<file path="src/rtl/cache_pkg.sv">
// rtl/cache_pkg.sv - shared widths, op/state enums and helpers for the cache line transfer engine
package cache_pkg;

    localparam int SET_BITS       = 7;
    localparam int WAY_BITS       = 2;
    localparam int WORDS_PER_LINE = 16;
    localparam int WORD_BITS      = 32;
    localparam int BLOCK_BYTES    = 64;
    localparam int IDX_BITS       = $clog2(WORDS_PER_LINE);

    localparam logic [IDX_BITS-1:0] LAST_IDX = IDX_BITS'(WORDS_PER_LINE - 1);

    typedef enum logic {
        OP_FILL      = 1'b0,
        OP_WRITEBACK = 1'b1
    } xfer_op_t;

    typedef enum logic [2:0] {
        IDLE,
        FILL,
        WB_RD,
        WB_CAP,
        WB_SEND,
        DONE
    } xfer_state_t;

    function automatic logic [15:0] sat_inc16(input logic [15:0] v);
        return (v == 16'hFFFF) ? v : v + 16'd1;
    endfunction

endpackage

</file>
<file path="src/rtl/cache_line_xfer_if.sv">
// rtl/cache_line_xfer_if.sv - command, data array and memory-side bus bundle for cache_line_xfer
interface cache_line_xfer_if import cache_pkg::*; ();

    logic                 cmd_valid;
    logic                 cmd_ready;
    logic                 cmd_op;
    logic [SET_BITS-1:0]  cmd_set;
    logic [WAY_BITS-1:0]  cmd_way;
    logic                 done;
    logic                 err;

    logic [SET_BITS-1:0]  da_set_index;
    logic [WAY_BITS-1:0]  da_way;
    logic [5:0]           da_block_offset;
    logic [1:0]           da_byte_offset;
    logic [WORD_BITS-1:0] da_write_data;
    logic [WORD_BITS-1:0] da_read_data;
    logic                 da_write;
    logic                 da_read;

    logic                 mem_rvalid;
    logic                 mem_rready;
    logic [WORD_BITS-1:0] mem_rdata;
    logic                 mem_rlast;
    logic                 mem_wvalid;
    logic                 mem_wready;
    logic [WORD_BITS-1:0] mem_wdata;
    logic                 mem_wlast;

    modport master (
        input  cmd_valid, cmd_op, cmd_set, cmd_way, da_read_data,
               mem_rvalid, mem_rdata, mem_rlast, mem_wready,
        output cmd_ready, done, err, da_set_index, da_way, da_block_offset,
               da_byte_offset, da_write_data, da_write, da_read,
               mem_rready, mem_wvalid, mem_wdata, mem_wlast
    );

    modport slave (
        output cmd_valid, cmd_op, cmd_set, cmd_way, da_read_data,
               mem_rvalid, mem_rdata, mem_rlast, mem_wready,
        input  cmd_ready, done, err, da_set_index, da_way, da_block_offset,
               da_byte_offset, da_write_data, da_write, da_read,
               mem_rready, mem_wvalid, mem_wdata, mem_wlast
    );

endinterface

</file>
<file path="src/rtl/cache_line_xfer_perf.sv">
// rtl/cache_line_xfer_perf.sv - saturating fill/writeback/stall counters, present only with LINE_XFER_PERF_EN
`ifdef LINE_XFER_PERF_EN
module cache_line_xfer_perf import cache_pkg::*; (
    input  logic        clk,
    input  logic        rst_n,
    input  logic        fill_inc,
    input  logic        wb_inc,
    input  logic        stall_inc,
    output logic [15:0] fill_cnt,
    output logic [15:0] wb_cnt,
    output logic [15:0] stall_cnt
);

    always_ff @(posedge clk or negedge rst_n) begin
        if (!rst_n) begin
            fill_cnt  <= '0;
            wb_cnt    <= '0;
            stall_cnt <= '0;
        end else begin
            if (fill_inc)  fill_cnt  <= sat_inc16(fill_cnt);
            if (wb_inc)    wb_cnt    <= sat_inc16(wb_cnt);
            if (stall_inc) stall_cnt <= sat_inc16(stall_cnt);
        end
    end

endmodule
`endif

</file>
<file path="src/rtl/cache_line_xfer.sv">
// rtl/cache_line_xfer.sv - moves one cache line between data array and memory bus (FILL / WRITEBACK)
// Optional perf counters under LINE_XFER_PERF_EN.
module cache_line_xfer import cache_pkg::*; (
    input  logic               clk,
    input  logic               rst_n,
    cache_line_xfer_if.master  bus
`ifdef LINE_XFER_PERF_EN
    ,
    output logic [15:0]        perf_fill_cnt,
    output logic [15:0]        perf_wb_cnt,
    output logic [15:0]        perf_stall_cnt
`endif
);

    xfer_state_t          state;
    xfer_op_t             op_q;
    logic [SET_BITS-1:0]  set_q;
    logic [WAY_BITS-1:0]  way_q;
    logic [IDX_BITS-1:0]  word_idx;
    logic [WORD_BITS-1:0] wdata_q;
    logic                 cmd_ready_q;
    logic                 done_q;
    logic                 err_q;
    logic                 da_read_q;
    logic                 mem_rready_q;
    logic                 mem_wvalid_q;
    logic                 mem_wlast_q;
    logic                 fill_beat;

    // Fill beats go straight into the array in the cycle they arrive; rready is high only in FILL.
    assign fill_beat = mem_rready_q && bus.mem_rvalid;

    assign bus.cmd_ready       = cmd_ready_q;
    assign bus.done            = done_q;
    assign bus.err             = err_q;
    assign bus.da_set_index    = set_q;
    assign bus.da_way          = way_q;
    assign bus.da_block_offset = 6'({word_idx, 2'b00});
    assign bus.da_byte_offset  = 2'b00;
    assign bus.da_write        = fill_beat;
    assign bus.da_write_data   = fill_beat ? bus.mem_rdata : '0;
    assign bus.da_read         = da_read_q;
    assign bus.mem_rready      = mem_rready_q;
    assign bus.mem_wvalid      = mem_wvalid_q;
    assign bus.mem_wdata       = wdata_q;
    assign bus.mem_wlast       = mem_wlast_q;

    always_ff @(posedge clk or negedge rst_n) begin
        if (!rst_n) begin
            state        <= IDLE;
            op_q         <= OP_FILL;
            set_q        <= '0;
            way_q        <= '0;
            word_idx     <= '0;
            wdata_q      <= '0;
            cmd_ready_q  <= 1'b1;
            done_q       <= 1'b0;
            err_q        <= 1'b0;
            da_read_q    <= 1'b0;
            mem_rready_q <= 1'b0;
            mem_wvalid_q <= 1'b0;
            mem_wlast_q  <= 1'b0;
        end else begin
            case (state)
                IDLE: begin
                    if (bus.cmd_valid && cmd_ready_q) begin
                        op_q        <= xfer_op_t'(bus.cmd_op);
                        set_q       <= bus.cmd_set;
                        way_q       <= bus.cmd_way;
                        err_q       <= 1'b0;
                        word_idx    <= '0;
                        cmd_ready_q <= 1'b0;
                        if (xfer_op_t'(bus.cmd_op) == OP_FILL) begin
                            state        <= FILL;
                            mem_rready_q <= 1'b1;
                        end else begin
                            state     <= WB_RD;
                            da_read_q <= 1'b1;
                        end
                    end
                end
                FILL: begin
                    if (bus.mem_rvalid) begin
                        // rlast is only checked, never trusted: the line is always a full count of beats.
                        if (bus.mem_rlast != (word_idx == LAST_IDX)) err_q <= 1'b1;
                        if (word_idx == LAST_IDX) begin
                            state        <= DONE;
                            mem_rready_q <= 1'b0;
                            done_q       <= 1'b1;
                        end else begin
                            word_idx <= word_idx + IDX_BITS'(1);
                        end
                    end
                end
                WB_RD: begin
                    da_read_q <= 1'b0;
                    state     <= WB_CAP;
                end
                WB_CAP: begin
                    wdata_q      <= bus.da_read_data;
                    mem_wvalid_q <= 1'b1;
                    mem_wlast_q  <= (word_idx == LAST_IDX);
                    state        <= WB_SEND;
                end
                WB_SEND: begin
                    if (bus.mem_wready) begin
                        mem_wvalid_q <= 1'b0;
                        mem_wlast_q  <= 1'b0;
                        if (word_idx == LAST_IDX) begin
                            state  <= DONE;
                            done_q <= 1'b1;
                        end else begin
                            word_idx  <= word_idx + IDX_BITS'(1);
                            da_read_q <= 1'b1;
                            state     <= WB_RD;
                        end
                    end
                end
                DONE: begin
                    done_q      <= 1'b0;
                    cmd_ready_q <= 1'b1;
                    word_idx    <= '0;
                    state       <= IDLE;
                end
                default: state <= IDLE;
            endcase
        end
    end

`ifdef LINE_XFER_PERF_EN
    cache_line_xfer_perf u_perf (
        .clk       (clk),
        .rst_n     (rst_n),
        .fill_inc  (done_q && (op_q == OP_FILL)),
        .wb_inc    (done_q && (op_q == OP_WRITEBACK)),
        .stall_inc (mem_wvalid_q && !bus.mem_wready),
        .fill_cnt  (perf_fill_cnt),
        .wb_cnt    (perf_wb_cnt),
        .stall_cnt (perf_stall_cnt)
    );
`endif

endmodule

</file>
<file path="src/flat_wrapper.sv">
// flat-port wrapper written by rule: the top's interface ports become plain ports
module cache_line_xfer_flat import cache_pkg::*;
  (clk, rst_n, bus_cmd_valid, bus_cmd_op, bus_cmd_set, bus_cmd_way, bus_da_read_data, bus_mem_rvalid, bus_mem_rdata, bus_mem_rlast, bus_mem_wready, bus_cmd_ready, bus_done, bus_err, bus_da_set_index, bus_da_way, bus_da_block_offset, bus_da_byte_offset, bus_da_write_data, bus_da_write, bus_da_read, bus_mem_rready, bus_mem_wvalid, bus_mem_wdata, bus_mem_wlast);
  cache_line_xfer_if bus_i ();
  input  logic clk;
  input  logic rst_n;
  input wire logic [$bits(bus_i.cmd_valid)-1:0] bus_cmd_valid;
  input wire logic [$bits(bus_i.cmd_op)-1:0] bus_cmd_op;
  input wire logic [$bits(bus_i.cmd_set)-1:0] bus_cmd_set;
  input wire logic [$bits(bus_i.cmd_way)-1:0] bus_cmd_way;
  input wire logic [$bits(bus_i.da_read_data)-1:0] bus_da_read_data;
  input wire logic [$bits(bus_i.mem_rvalid)-1:0] bus_mem_rvalid;
  input wire logic [$bits(bus_i.mem_rdata)-1:0] bus_mem_rdata;
  input wire logic [$bits(bus_i.mem_rlast)-1:0] bus_mem_rlast;
  input wire logic [$bits(bus_i.mem_wready)-1:0] bus_mem_wready;
  output wire logic [$bits(bus_i.cmd_ready)-1:0] bus_cmd_ready;
  output wire logic [$bits(bus_i.done)-1:0] bus_done;
  output wire logic [$bits(bus_i.err)-1:0] bus_err;
  output wire logic [$bits(bus_i.da_set_index)-1:0] bus_da_set_index;
  output wire logic [$bits(bus_i.da_way)-1:0] bus_da_way;
  output wire logic [$bits(bus_i.da_block_offset)-1:0] bus_da_block_offset;
  output wire logic [$bits(bus_i.da_byte_offset)-1:0] bus_da_byte_offset;
  output wire logic [$bits(bus_i.da_write_data)-1:0] bus_da_write_data;
  output wire logic [$bits(bus_i.da_write)-1:0] bus_da_write;
  output wire logic [$bits(bus_i.da_read)-1:0] bus_da_read;
  output wire logic [$bits(bus_i.mem_rready)-1:0] bus_mem_rready;
  output wire logic [$bits(bus_i.mem_wvalid)-1:0] bus_mem_wvalid;
  output wire logic [$bits(bus_i.mem_wdata)-1:0] bus_mem_wdata;
  output wire logic [$bits(bus_i.mem_wlast)-1:0] bus_mem_wlast;
  assign bus_i.cmd_valid = bus_cmd_valid;
  assign bus_i.cmd_op = bus_cmd_op;
  assign bus_i.cmd_set = bus_cmd_set;
  assign bus_i.cmd_way = bus_cmd_way;
  assign bus_i.da_read_data = bus_da_read_data;
  assign bus_i.mem_rvalid = bus_mem_rvalid;
  assign bus_i.mem_rdata = bus_mem_rdata;
  assign bus_i.mem_rlast = bus_mem_rlast;
  assign bus_i.mem_wready = bus_mem_wready;
  assign bus_cmd_ready = bus_i.cmd_ready;
  assign bus_done = bus_i.done;
  assign bus_err = bus_i.err;
  assign bus_da_set_index = bus_i.da_set_index;
  assign bus_da_way = bus_i.da_way;
  assign bus_da_block_offset = bus_i.da_block_offset;
  assign bus_da_byte_offset = bus_i.da_byte_offset;
  assign bus_da_write_data = bus_i.da_write_data;
  assign bus_da_write = bus_i.da_write;
  assign bus_da_read = bus_i.da_read;
  assign bus_mem_rready = bus_i.mem_rready;
  assign bus_mem_wvalid = bus_i.mem_wvalid;
  assign bus_mem_wdata = bus_i.mem_wdata;
  assign bus_mem_wlast = bus_i.mem_wlast;
  cache_line_xfer u_core (.clk(clk), .rst_n(rst_n), .bus(bus_i));
endmodule
</file>
<file path="config.mk">
export PLATFORM = sky130hd
export DESIGN_NAME = cache_line_xfer_flat
export DESIGN_NICKNAME = d
export VERILOG_FILES = /design/src/rtl/cache_pkg.sv /design/src/rtl/cache_line_xfer_if.sv /design/src/rtl/cache_line_xfer_perf.sv /design/src/rtl/cache_line_xfer.sv /design/src/flat_wrapper.sv
export SDC_FILE = /design/constraint.sdc
export NUM_CORES = 1
export LEC_CHECK = 0
export BUFFER_PORTS_ARGS = -buffer_cell sky130_fd_sc_hd__buf_2
export CORE_ASPECT_RATIO = 1.25
export CORE_UTILIZATION = 45
export DETAILED_ROUTE_END_ITERATION = 10
export PLACE_DENSITY_LB_ADDON = 0.25
export SLEW_MARGIN = 20
export SYNTH_ARGS = -nofsm -noshare
export SYNTH_HDL_FRONTEND = slang
export SYNTH_SLANG_ARGS = --single-unit
</file>
<file path="constraint.sdc">
create_clock -name clk -period 2.7 [get_ports clk]
set_input_delay 0.135 -clock clk [delete_from_list [all_inputs] [get_ports clk]]
set_output_delay 0.135 -clock clk [all_outputs]
set_load 0.05 [all_outputs]
</file>
# After elaboration in Yosys (flattened, before gate mapping)
# Index checks and enable logic that the tools add are counted.
dict set report op_classes {
  addsub 1
  muxes 35
  eq_ne 15
  reduce_logical 18
}
# cell n
set ops {}
lappend ops {{two-way mux 32 bit} 1}
lappend ops {{two-way mux 4 bit} 4}
lappend ops {{one-hot mux 4 bit (4 select lines)} 1}
lappend ops {{two-way mux 1 bit} 15}
lappend ops {{two-way mux 3 bit} 5}
lappend ops {{one-hot mux 3 bit (5 select lines)} 1}
lappend ops {{AND reduction 4 bit} 3}
lappend ops {{inequality test 2 bit (second input constant)} 5}
lappend ops {{one-hot mux 1 bit (2 select lines)} 5}
lappend ops {{AND reduction 5 bit} 2}
lappend ops {{equality test 3 x 2 -> 1 bit (second input constant)} 2}
lappend ops {{equality test 3 bit (second input constant)} 2}
lappend ops {{inequality test 2 x 1 -> 1 bit (second input constant)} 3}
lappend ops {{one-hot mux 1 bit (3 select lines)} 2}
lappend ops {{AND reduction 2 bit} 3}
lappend ops {{nonzero test 2 bit} 3}
lappend ops {{nonzero test 3 bit} 2}
lappend ops {{adder 4 x 1 -> 4 bit (second input constant)} 1}
lappend ops {{equality test 4 bit (second input constant)} 1}
lappend ops {{nonzero test 4 bit} 1}
lappend ops {{equality test 3 x 1 -> 1 bit (second input constant)} 1}
lappend ops {{logical NOT 3 bit} 1}
lappend ops {{AND reduction 3 bit} 1}
lappend ops {{logical AND 1 bit} 2}
lappend ops {{other kinds (2)} 2}
dict set report totals {
  inputBits 80
  regBits 55
  out_inout_bits 89
  wordCells 81
}

# Longest topological paths before layout
dict set report logic_depth {
  word_depth 5
  depth_mapped 5
  mapped_depth_nobuf 5
}

# Worst setup path before layout
# OpenSTA, ideal clock, no wires.
dict set report synth_timing {
  kind {register to register}
  start {register u_core.word_idx[1]}
  end {register u_core.word_idx[1]}
  setup_slack_ps 775
  path_stages_with_launch 6
  n_path_buf 0
  synth_period_minus_slack_ps 1925
  setup_time_ps 125
  required_time_ps 2575
  arrival_ps 1800
  path_cell_list {dfrtp_1 -> ha_1 -> nand3_2 -> a31o_1 -> a221o_1 -> mux2i_1}
}
dict set report synth_between {
  elab_chain_cells 4
  elab_cells_between_ends 6
  classes_between {add/sub (1); eq/ne (1); mux (4)}
}
# element line
set synth_lines {}
lappend synth_lines {{start: declaration} cache_line_xfer.sv:19} ;# logic [IDX_BITS-1:0] word_idx;
lappend synth_lines {{start signal: assignment} cache_line_xfer.sv:91} ;# word_idx <= word_idx + IDX_BITS'(1);
lappend synth_lines {{start signal: assignment} cache_line_xfer.sv:113} ;# word_idx <= word_idx + IDX_BITS'(1);
lappend synth_lines {{adder 4 x 1 -> 4 bit / equality test 4 bit (equally long branches)} -}
lappend synth_lines {{two-way mux 4 bit *} {cache_line_xfer.sv:86, cache_line_xfer.sv:109}}
lappend synth_lines {{two-way mux 4 bit, on equally long branches} {cache_line_xfer.sv:106, cache_line_xfer.sv:83}}
lappend synth_lines {{one-hot mux 4 bit (4 select lines) *} cache_line_xfer.sv:64} ;# case (state)
# Mark *: on every way between the ends. The rest lies on a longest branch, timed or not. The select of a mux whose other input is x is not followed.
# A chain may end at the register's enable or synchronous reset.

# Worst setup path in the final report
dict set report layout_timing {
  start {register u_core.mem_rready_q, in the netlist u_core.bus.mem_rready}
  end {output bus_da_write_data[17]}
}
dict set report layout_between {
  elab_chain_cells 2
}
# element line
set layout_lines {}
lappend layout_lines {{start: declaration} cache_line_xfer.sv:25} ;# logic mem_rready_q;
lappend layout_lines {{start signal: assignment} cache_line_xfer.sv:60} ;# mem_rready_q <= 1'b0;
lappend layout_lines {{start signal: assignment} cache_line_xfer.sv:75} ;# mem_rready_q <= 1'b1;
lappend layout_lines {{start signal: assignment} cache_line_xfer.sv:88} ;# mem_rready_q <= 1'b0;
lappend layout_lines {{logical AND 1 bit} cache_line_xfer.sv:31} ;# assign fill_beat = mem_rready_q && bus.mem_rvalid;
lappend layout_lines {{two-way mux 32 bit} cache_line_xfer.sv:41} ;# assign bus.da_write_data = fill_beat ? bus.mem_rdata : '0;
lappend layout_lines {{end: declaration} flat_wrapper.sv:23} ;# output wire logic [$bits(bus_i.da_write_data)-1:0] bus_da_write_data;
# No other way between the ends.

==> run metrics <==
Worst setup SP type register; status completed; CP Class reg2out; design area 0.00352 mm^2; most numerous cell types in the synthesized netlist 54 x sky130_fd_sc_hd__dfrtp_1, 40 x sky130_fd_sc_hd__mux2_2, 33 x sky130_fd_sc_hd__and3_1; portion of the clock cycle consumed by the worst path in the final layout 0.658; nature of the critical path endpoint output pin; cell row count 30; die extent in y 86.3 um; Cell Area, Placed 0.00341 mm^2; main flop type after synthesis sky130_fd_sc_hd__dfrtp_1; total inserted antenna cells 0; total negative setup slack 0 ps; final global-route overflow total 0; total number of yosys warnings 0; starting utilization of the core area 0.471; most instantiated library cell after synthesis sky130_fd_sc_hd__dfrtp_1; TritonCTS clock tree built; share of the synthesized area in the top cell type 0.528; number of detailed-routing iterations run before antenna repair 4; Routed met1 length 2280 um; final setup violation count 0; power density over the cells 1360 mW/mm^2; wire length of the first global-routing pass 9580 um; violation count after the first detailed-route iteration 59; synthesized netlist cell count 218; Post-Synthesis Cell Area 0.00256 mm^2; # Max-Cap Violations 0; number of enable-type register cells in the synthesized netlist 0; required time of the critical path 2570 ps; fraction of layout instances using a drive strength above 1 0.575; total die area 0.00600 mm^2; clk slew on worst S/H paths 90 ps; Final min period 1780 ps; number of antenna violations at the first check in global routing 0; count of unique library cells instantiated by Yosys 42; Critical Path AT 1640 ps; leading post-synthesis cells by cell area sky130_fd_sc_hd__dfrtp_1 53%, sky130_fd_sc_hd__mux2_2 18%, sky130_fd_sc_hd__and3_1 8.1%; endpoints failing hold 0; relative slew slack 0.547; maximum ir drop on the vdd rail 0.000785 V; H-Tree Level Count 2; total met2 wirelength after detailed routing 3150 um; clk sink count 55; average vias per placed instance 5.13; Post-CTS Repair Setup Buffers 0; transition time of the tightest slew-check pin 680 ps; Avg Synthesized Cell Area 11.7 um^2; pin count of the biggest net entering global routing 39; Detail Route Antenna Nets 0; worst hold path type in2reg; routed length on met3 537 um; RSZ-0062 raised after global routing false; clock root buffer sky130_fd_sc_hd__clkbuf_8; leading area contributor after synthesis sky130_fd_sc_hd__dfrtp_1; FFs w/ async S/R, synth 1.00; all-layer global routing usage 0.201; Routed WL per cell 13.7 um; top layer in use met4; core region area 0.00544 mm^2; Clock Skews 7.78 ps; post-detailed-routing wire length 6050 um; count of vias placed by the detailed router 2272; number of global-route vias before repair 2136; number of buffers added on ports 164; peak clock frequency supported by timing 563 MHz; Final Max Slew Viols 0; Static Leakage 2.00 nW; die width 69.5 um; total of cells resized after clock tree synthesis 0; Final GP Congestion 0.864; # DRC 0; half-perimeter wire length after detailed placement 4700 um; number of buffers inserted during clock tree synthesis 5; relative area change from synthesis to final layout 37.6%; buffer depth of the longest clock path 2; number of nets in the layout 459; maximum fanout count along the critical path 35; FF+latch count, synth 55; clock insertion delay at the later pin of the skew report 300 ps; count of boundary I/O pins 169; share of synthesized area occupied by flip-flops and latches 0.538
registers in the layout (all words and copies together), names as in the netlist:
register                 count
u_core.bus.mem_wdata        32
u_core.bus.da_set_index      7
u_core.word_idx              4
u_core.state                 3
u_core.bus.da_way            2
u_core.bus.cmd_ready         1
u_core.bus.da_read           1
u_core.bus.done              1
u_core.bus.err               1
u_core.bus.mem_rready        1
u_core.bus.mem_wlast         1
u_core.bus.mem_wvalid        1
layer usage:
metal  up-vias  GRT usage
li1       1087          -
met1      1060      0.221
met2       119      0.377
met3         6     0.0547
met4         0     0.0631
met5         -          0
power by group:
group          total [mW]  internal, mW  switching [mW]
clock               0.482         0.235           0.248
sequential           1.52          1.21           0.313
combinational        2.80         0.806            2.00
cell usage in the layout (no fill, tap or decap), types with 2 or more instances in the layout:
cell type / netlist / layout
sky130_fd_sc_hd__a31oi_1: 3 / 3
sky130_fd_sc_hd__buf_4: 4 / 4
sky130_fd_sc_hd__conb_1: 1 / 4
sky130_fd_sc_hd__dfrtp_1: 54 / 54
sky130_fd_sc_hd__nand3b_1: 3 / 3
sky130_fd_sc_hd__a21oi_1: 6 / 6
sky130_fd_sc_hd__nand2b_1: 3 / 3
sky130_fd_sc_hd__nand3_1: 2 / 2
sky130_fd_sc_hd__mux2_2: 40 / 40
sky130_fd_sc_hd__xnor2_1: 2 / 2
sky130_fd_sc_hd__buf_2: 7 / 164
sky130_fd_sc_hd__nor2b_1: 2 / 2
sky130_fd_sc_hd__nand2_1: 13 / 13
sky130_fd_sc_hd__clkbuf_8: 0 / 7
sky130_fd_sc_hd__o21ai_1: 2 / 2
sky130_fd_sc_hd__nor2_1: 5 / 5
sky130_fd_sc_hd__inv_1: 5 / 5
sky130_fd_sc_hd__and3_1: 33 / 33
sky130_fd_sc_hd__a211oi_1: 3 / 3
final cells by class:
class | count | area [um^2]
Fill cell | 453 | 1920
Sequential cell | 55 | 1380
Multi-Input combinational cell | 142 | 1090
Timing Repair Buffer | 169 | 861
Clock buffer | 8 | 100
Tap cell | 64 | 80.1
Inverter | 5 | 18.8
stage by stage:
step	power (mW)	worst slack [ps]	utilization	hold WS, ps	instances
after floorplan	3.70	775	-	-161	221
after global placement	4.29	1030	0.627	168	434
after detailed placement	4.36	1000	0.627	173	434
after CTS	4.85	896	0.648	47.9	443
after global routing	5.06	759	0.648	50.0	443
final	4.81	922	0.648	55.8	443
timing repair:
| action | 4_1_cts | 5_1_grt |
|---|---|---|
| hold buffers | 1 | 0 |
| endpoints found under the setup margin | 0 | 0 |
| endpoints found under the hold margin | 26 | 0 |
final timing paths:
check | startpoint | end | slack (ps) | cells after the start
setup / recovery | u_core.bus.mem_rready | bus_da_write_data[17] | 920 | 2
hold / removal | bus_da_read_data[17] | u_core.bus.mem_wdata[17] | 60 | 2
setup reg to reg | u_core.state[2] | u_core.bus.mem_wdata[28] | 980 | 4
hold reg to reg | u_core.bus.mem_wdata[17] | u_core.bus.mem_wdata[17] | 510 | 1
max in group asynchronous | rst_n | u_core.bus.cmd_ready | 1500 | 3
min in group asynchronous | rst_n | u_core.bus.mem_wdata[4] | 360 | 2
cell families (layout without fill, tap and decap cells):
| family | after synthesis | after routing | synth area share |
|---|---|---|---|
| AOI/OAI and AO/OA | 28 | 28 | 0.0777 |
| xor gates and xnor gates | 2 | 2 | 0.00684 |
| adders and majority gates | 1 | 1 | 0.00488 |
| buffers and inverters | 24 | 182 | 0.0445 |
| DFF | 55 | 55 | 0.538 |
| muxes | 42 | 42 | 0.184 |
| other | 1 | 4 | 0.00146 |
| and+or+nand+nor | 65 | 65 | 0.143 |
worst max-delay path, stage by stage, from the launching register on:
cell	delay [ps]
sky130_fd_sc_hd__dfrtp_1	790
sky130_fd_sc_hd__and3_1	290
sky130_fd_sc_hd__buf_2	270
(Power assumes the default switching activity.)
